$ cat src/rtl/l2_request_queue.sv
// l2_request_queue: circular request FIFO between the L1 controller and L2.
// Accepted requests are queued in order and issued one at a time to L2. An
// issued command stays on command_out/address_out until L2 acknowledges it.
// NOP requests are accepted but dropped.
// Optional feature: define L2_REQ_COALESCE_EN to merge a Read into the
// queue tail when the tail is a Read or RWITM to the same line address.
module l2_request_queue #(
  parameter int ADDR_W = 26,
  parameter int DEPTH  = 4
) (
  input  logic                     clk,
  input  logic                     rst_n,
  input  logic                     req_valid,
  input  logic [1:0]               req_cmd,
  input  logic [ADDR_W-1:0]        req_addr,
  output logic                     req_ready,
  output logic [1:0]               command_out,
  output logic [ADDR_W-1:0]        address_out,
  input  logic                     l2_ack,
  output logic [$clog2(DEPTH):0]   count,
  output logic                     busy
);

  localparam int PTR_W = $clog2(DEPTH);
  localparam int CNT_W = PTR_W + 1;

  typedef enum logic [1:0] {
    CMD_NOP   = 2'b00,
    CMD_READ  = 2'b01,
    CMD_WRITE = 2'b10,
    CMD_RWITM = 2'b11
  } cmd_e;

  typedef enum logic {
    S_IDLE  = 1'b0,
    S_ISSUE = 1'b1
  } state_e;

  // Queue storage; contents are only meaningful between the pointers.
  logic [1:0]        cmd_mem  [DEPTH];
  logic [ADDR_W-1:0] addr_mem [DEPTH];

  state_e            state_q, state_d;
  logic [PTR_W-1:0]  wr_ptr_q, wr_ptr_d;
  logic [PTR_W-1:0]  rd_ptr_q, rd_ptr_d;
  logic [CNT_W-1:0]  count_q, count_d;
  logic [1:0]        cmd_out_q, cmd_out_d;
  logic [ADDR_W-1:0] addr_out_q, addr_out_d;
  logic              busy_q, busy_d;

  logic accept;
  logic pop;
  logic coalesce;
  logic enq;

  assign req_ready   = (count_q < CNT_W'(DEPTH));
  assign count       = count_q;
  assign busy        = busy_q;
  assign command_out = cmd_out_q;
  assign address_out = addr_out_q;

  // Handshake decode: accept from L1, pop of the head toward the output registers.
  always_comb begin
    accept = req_valid && req_ready;
    pop    = (count_q != '0) && ((state_q == S_IDLE) || l2_ack);
  end

`ifdef L2_REQ_COALESCE_EN
  logic [PTR_W-1:0] tail_ptr;
  logic             tail_live;

  // A Read merges into the tail only if the tail survives this edge (not popped now).
  always_comb begin
    tail_ptr  = wr_ptr_q - PTR_W'(1);
    tail_live = (count_q > CNT_W'(1)) || ((count_q == CNT_W'(1)) && !pop);
    coalesce  = accept && (req_cmd == CMD_READ) && tail_live &&
                (addr_mem[tail_ptr] == req_addr) &&
                ((cmd_mem[tail_ptr] == CMD_READ) || (cmd_mem[tail_ptr] == CMD_RWITM));
  end
`else
  assign coalesce = 1'b0;
`endif

  assign enq = accept && (req_cmd != CMD_NOP) && !coalesce;

  // Next-state logic for pointers, occupancy and the issue FSM with its outputs.
  always_comb begin
    wr_ptr_d   = enq ? wr_ptr_q + PTR_W'(1) : wr_ptr_q;
    rd_ptr_d   = pop ? rd_ptr_q + PTR_W'(1) : rd_ptr_q;
    count_d    = count_q + CNT_W'(enq) - CNT_W'(pop);
    state_d    = state_q;
    cmd_out_d  = cmd_out_q;
    addr_out_d = addr_out_q;

    case (state_q)
      S_IDLE: begin
        if (pop) begin
          state_d    = S_ISSUE;
          cmd_out_d  = cmd_mem[rd_ptr_q];
          addr_out_d = addr_mem[rd_ptr_q];
        end else begin
          cmd_out_d  = CMD_NOP;
          addr_out_d = '0;
        end
      end
      S_ISSUE: begin
        if (l2_ack) begin
          if (pop) begin
            cmd_out_d  = cmd_mem[rd_ptr_q];
            addr_out_d = addr_mem[rd_ptr_q];
          end else begin
            state_d    = S_IDLE;
            cmd_out_d  = CMD_NOP;
            addr_out_d = '0;
          end
        end
      end
      default: begin
        state_d    = S_IDLE;
        cmd_out_d  = CMD_NOP;
        addr_out_d = '0;
      end
    endcase

    busy_d = (state_d == S_ISSUE);
  end

  // Control state and registered outputs; reset drops everything in flight.
  always_ff @(posedge clk or negedge rst_n) begin
    if (!rst_n) begin
      state_q    <= S_IDLE;
      wr_ptr_q   <= '0;
      rd_ptr_q   <= '0;
      count_q    <= '0;
      cmd_out_q  <= CMD_NOP;
      addr_out_q <= '0;
      busy_q     <= 1'b0;
    end else begin
      state_q    <= state_d;
      wr_ptr_q   <= wr_ptr_d;
      rd_ptr_q   <= rd_ptr_d;
      count_q    <= count_d;
      cmd_out_q  <= cmd_out_d;
      addr_out_q <= addr_out_d;
      busy_q     <= busy_d;
    end
  end

  // Queue storage write; no reset needed since the pointers define validity.
  always_ff @(posedge clk) begin
    if (enq) begin
      cmd_mem[wr_ptr_q]  <= req_cmd;
      addr_mem[wr_ptr_q] <= req_addr;
    end
  end

endmodule
$ cat config.mk
export PLATFORM = sky130hd
export DESIGN_NAME = l2_request_queue
export DESIGN_NICKNAME = d
export VERILOG_FILES = /design/src/rtl/l2_request_queue.sv
export SDC_FILE = /design/constraint.sdc
export NUM_CORES = 1
export LEC_CHECK = 0
export ABC_AREA = 1
export CAP_MARGIN = 20
export CORE_ASPECT_RATIO = 0.9
export CORE_MARGIN = 2
export CORE_UTILIZATION = 52
export DETAILED_ROUTE_END_ITERATION = 10
export GPL_ROUTABILITY_DRIVEN = 0
export GPL_TIMING_DRIVEN = 0
export HOLD_SLACK_MARGIN = 0.1
export PLACE_DENSITY_LB_ADDON = 0.15
export SETUP_SLACK_MARGIN = 0.02
export SLEW_MARGIN = 10
export SYNTH_ARGS = -nofsm -noshare
export SYNTH_HDL_FRONTEND = slang
export SYNTH_SLANG_ARGS = --single-unit
$ cat constraint.sdc
create_clock -name clk -period 3.21 [get_ports clk]
set_input_delay 0.4815 -clock clk [delete_from_list [all_inputs] [get_ports clk]]
set_output_delay 0.4815 -clock clk [all_outputs]
set_load 0.005 [all_outputs]
== After elaboration in Yosys (flattened, before gate mapping) ==
Memory sizes are Yosys's and may differ from the RTL's.
Index checks and enable logic that the tools add are counted.
Cells by class
  reductions and logical operators: 6
  equality and inequality tests: 1
  add/sub/neg operators: 4
  $lt $le $gt $ge: 1
  muxes and demuxes: 11
  bitwise gates (word level): 1
Operators with widths (number)
  2-to-1 mux 26 bit: 2
  one-hot mux 26 bit (2 select lines): 1
  adder 2 x 1 -> 2 bit (second input constant): 2
  2-to-1 mux 1 bit: 4
  2-to-1 mux 2 bit: 2
  one-hot mux 2 bit (2 select lines): 1
  adder 3 x 1 -> 3 bit: 1
  logical AND 1 bit: 3
  less-than comparator 3 bit (second input constant): 1
  nonzero test 3 bit: 1
  subtractor 3 x 1 -> 3 bit: 1
  inequality test 2 bit (second input constant): 1
  one-hot mux 1 bit (2 select lines): 1
  nonzero test 2 bit: 1
  logical OR 1 bit: 1
  inverter 1 bit: 1
Word-level totals
  memories: 2
  output and inout bits: 33
  register bits after elaboration: 36
  bits of input ports: 32
  logic and storage cells: 32
  bits in writable memories: 112
Memories
  addr_mem: depth 4, bits a word 26, read ports 1, clocked after Yosys merged registers in 0, wr ports 1, RTL line 41  | logic [ADDR_W-1:0] addr_mem [DEPTH];
  cmd_mem: depth 4, bits a word 2, read ports 1, clocked after Yosys merged registers in 0, wr ports 1, RTL line 40  | logic [1:0] cmd_mem [DEPTH];

== Depth between registers and ports, before layout ==
  depth in word-level cells: 6
  gate-level depth with buffers: 9
  mapped depth without buffers: 8

== Worst setup path before layout ==
Ideal clock, no wire load.
  path type: input port to flip-flop
  start point: input req_valid
  end point: memory addr_mem[0][0] (enable)
  library setup time: 0.413 ns
  data required time: 2.797 ns
  stages on the path: 4
  setup slack: 0.870 ns
  data arrival time: 1.927 ns
  path buffers: 0
  cells stage by stage: inv_1 nor2_1 o21ai_2 nor2_1
On the way
  cells in the longest elaborated chain, start to end: 4
RTL lines
  start, declared: RTL line 13  | input logic req_valid,
  logical AND 1 bit: RTL line 64  | accept = req_valid && req_ready;
  logical AND 1 bit: RTL line 84  | assign enq = accept && (req_cmd != CMD_NOP) && !coalesce;
  2-to-1 mux 1 bit: RTL line 151  | if (enq) begin
  2-to-1 mux 1 bit (not written as such): RTL line 153  | addr_mem[wr_ptr_q] <= req_addr;
  end, declared: RTL line 41
Every way passes these cells.

== Worst setup path after layout ==
  start point: input req_cmd[1]
  end point: register count_q[1] (netlist: count[1])
On the way
  cells in the longest elaborated chain, start to end: 4
RTL lines
  start, declared: RTL line 14  | input logic [1:0] req_cmd,
  nonzero test 2 bit: RTL line 84
  logical AND 1 bit: RTL line 84
  adder 3 x 1 -> 3 bit: RTL line 90  | count_d = count_q + CNT_W'(enq) - CNT_W'(pop);
  subtractor 3 x 1 -> 3 bit: RTL line 90
  net count_d[1]: RTL line 46  | logic [CNT_W-1:0] count_q, count_d;
  end signal, assigned: RTL line 142  | count_q <= count_d;
  end, declared: RTL line 46
The timed path passes the listed nets, and every way through them passes these cells.
A chain may end at the register's enable or synchronous reset.

==> results.md <==
- Status: complete, no violations
- Post-synth top area cell: edfxtp_1
- Final nets: 597
- Clk Latency, worst-skew pair: 0.42 ns
- Worst R2R Start: count[2]$_DFF_PN0_
- Initial Util: 53.34%
- Post-synthesis compound-gate area fraction: 0.4754%
- M1 GR Usage: 31.09%
- CP Data Arrival Time: 2.57 ns
- Max_slew headroom: 56.53%
- Slew @ Worst Pin: 0.6520 ns
- Max stage delay on crit path: 0.59 ns
- GRT overflow: 0
- Number of buffers created by CTS: 17
- Most frequent cell after synthesis: nand2_1
- DR iter-0 viols: 266
- Syn Nets: 508
- Min-delay worst type: reg2reg
- Final setup viols: 0
- RSZ-0062 raised after global routing: false
- I/O pin total: 65
- Synth Flop Type: edfxtp_1
- DIE AREA: 12000 µm²
- Clock buffer depth: 2
- Post-DP Area: 6777 µm²
- Vias in the first global route: 3753
- Total negative slack: 0 ns
- Post-synth ARST share: 24.32%
- Resized Gates After CTS: 0
- Global-route wire length before repair: 19710 µm
- Wire per inst: 17.02 µm
- Final setup margin: 0.9314 ns
- Worst hold start: address_out[22]$_DFFE_PN0N_
- Seq/Total Area, Yosys: 73.64%
- Drt first pass iters: 5
- CP Data Required Time: 3.50 ns
- Synth Instances: 469
- Mean area per synthesized cell: 12.35 µm²
- Remaining DRCs: 0
- Area delta synth->final: 27.20%
- Cell mode on critical path: ha_1
- Largest net degree at the start of global routing: 26
- H-tree Lvls: 4
- Startpoint types: input pin
- Critical Path End Type: register
- Vias per cell: 5.130
- Post-Synth XOR/XNOR Area: 0.7563%
- Max Fanout on Critical Path: 8
- Top cells by area, synth: edfxtp_1 (58%), dfrtp_1 (16%), nand2_1 (11%)
- IO buf count: 64
- Max_cap viols: 0
- Commonest cells in the netlist: nand2_1 (173), edfxtp_1 (112), nand3_1 (75)
- R2R Path End: count[2]$_DFF_PN0_
- Most Crowded Layer GR: met2
- DIE WIDTH: 115.2 µm
- Core footprint: 10860 µm²
- # diodes: 0
- Top Family by Delay on Critical Path: adder cells
- Routed WL: 12300 µm
- Pre-CTS setup slack: 0.5134 ns
- WP buf/inv: 2
- Critical Path Slowest Stage Cell: o21ai_2
- Post-Synth Adder-Cell Area: 1.642%
- Maximum VDD drop: 0.4554 mV
- Synth Warn #: 0
- Met2 GRT Util: 34.37%
- Hold worst-path end: address_out[22]$_DFFE_PN0N_
- Post-layout util: 67.85%
- Post-route cell area: 7366 µm²
- Clk_skew: 0.006887 ns
- Mux cell area share after synthesis: 0%
- Clk slew on worst S/H paths: 0.06 ns
- R2r setup slk: 1.06 ns
- Root Buffer: clkbuf_16
- Rows: 36
- M3 GR Usage: 6.294%
- Seq cells post-synth: 148
- Achievable frequency: 438.9 MHz
- Static leakage: 2.923 nW
- Height of the die: 104.1 µm
- Reg2Reg Depth: 8
- CTS tree: done
- Critical path type: in2reg
- GRT Resource Usage Total: 22.41%
- Post-Syn Area: 5791 µm²
- Power Density: 912.1 nW/µm²
- Number of synthesized flops with an enable pin: 112
- Vias after detailed routing: 3709
- Detailed placement HPWL: 7851 µm
- Largest family of logic cells by synthesized area: simple AND/OR/NAND/NOR gates
- Initial antenna violation count: 0
- Cell variety after synth: 21
- CTS sink count: 148
- Hold path cells: 2
- Worst path cell trace: clkdlybuf4s50_1 > o21ai_2 > ha_1 > inv_1 > ha_1 > fa_1
- Tcrit/Tclk final: 70.99%
- Final min period: 2.279 ns
- Slew Viols, Final: 0
- Endpoints failing hold: 0
- Yosys top cell area share: 58.08%
- Layout cells sized above 1: 12.96%
- Remaining antenna violation count after routing: 0
- Post-Synth Simple-Gate Area: 19.92%
## kinds of logic after synthesis
family / count (synthesis)
xor+xnor: 5
simple gates: 265
buf+inv: 40
compound gates: 4
flops: 148
fa+ha+maj: 7
## worst max-delay path by stage
stage	startpoint	endpoint	slack [ns]	cells after the start
floorplan	req_valid	addr_mem[0][0]$_DFFE_PP_	0.87	4
global placement	req_cmd[1]	addr_mem[2][11]$_DFFE_PP_	-0.68	3
detailed placement	req_cmd[1]	count[2]$_DFF_PN0_	0.51	7
CTS	req_cmd[1]	count[1]$_DFF_PN0_	0.94	6
global route	req_cmd[1]	count[2]$_DFF_PN0_	0.85	7
finish	req_cmd[1]	count[1]$_DFF_PN0_	0.93	6
## flip-flops by register name, indices dropped and copies added, names as in the netlist
register,flops
count,3
busy,1
address_out,26
rd_ptr_q,2
addr_mem,104
cmd_mem,8
wr_ptr_q,2
command_out,2
## tightest hold or removal path, stage by stage, from the launching register on
cell and delay, ns:
dfrtp_1 0.34, nand2_1 0.05, nand2_1 0.05
## report_power, final
group,total [mW],switching (mW),leakage [nW],internal [mW]
combinational,2.17,1.25,1.20,0.917
clock,1.92,0.762,0.276,1.16
sequential,2.62,0.169,1.45,2.46
## final cells by class
type,instances,area [µm²]
flip-flops and latches,148,4264
fillers,766,3490
multi-input cells,281,1350
repair buffers,70,775.7
clock buffers,20,446.7
well taps,152,190.2
plain buffers,23,142.6
clock inverters,12,132.6
inverters,17,63.81
## through the flow
step | instances | total power [mW] | hold WS [ns]
2_1_floorplan | 469 | 3.837 | 0.1859
3_5_place_dp | 690 | 4.844 | 0.4065
4_1_cts | 723 | 6.776 | 0.4804
3_3_place_gp | 685 | 4.701 | 0.4617
6_report | 723 | 6.719 | 0.4730
5_1_grt | 723 | 7.111 | 0.5087
## layer usage
metal	vias to the layer above	part of all wire (%)
li1	1769	-
met1	1816	44
met2	118	50
met3	6	5.7
met4	0	0.70
met5	-	0
## placed cells by master, fill, tap and decap left out
cell type / Yosys / layout
clkinvlp_4: 0 / 3
bufinv_16: 0 / 2
clkinv_2: 0 / 3
xor2_1: 3 / 3
inv_1: 15 / 15
nand3_1: 75 / 75
inv_2: 2 / 2
a21oi_2: 1 / 1
buf_2: 11 / 12
buf_4: 7 / 7
clkbuf_1: 2 / 4
dfrtp_1: 36 / 36
buf_1: 2 / 2
clkbuf_16: 0 / 17
buf_16: 0 / 4
clkdlybuf4s50_1: 0 / 63
fa_1: 1 / 1
nand3_2: 10 / 10
nor2_4: 0 / 4
ha_1: 6 / 6
nor2_1: 6 / 2
o21ai_0: 2 / 2
edfxtp_1: 112 / 112
buf_12: 1 / 2
nand2_1: 173 / 173
dlygate4sd3_1: 0 / 1
nor2_2: 1 / 1
clkbuf_8: 0 / 1
xnor2_1: 2 / 2
o21ai_2: 1 / 1
clkinv_4: 0 / 4
## what timing repair did
item / CTS / global route
hold buffers: 1 / 0
endpoints found under the hold margin: 11 / 0
buffers inserted: 0 / 0
Power figures use the tool's default switching activity.
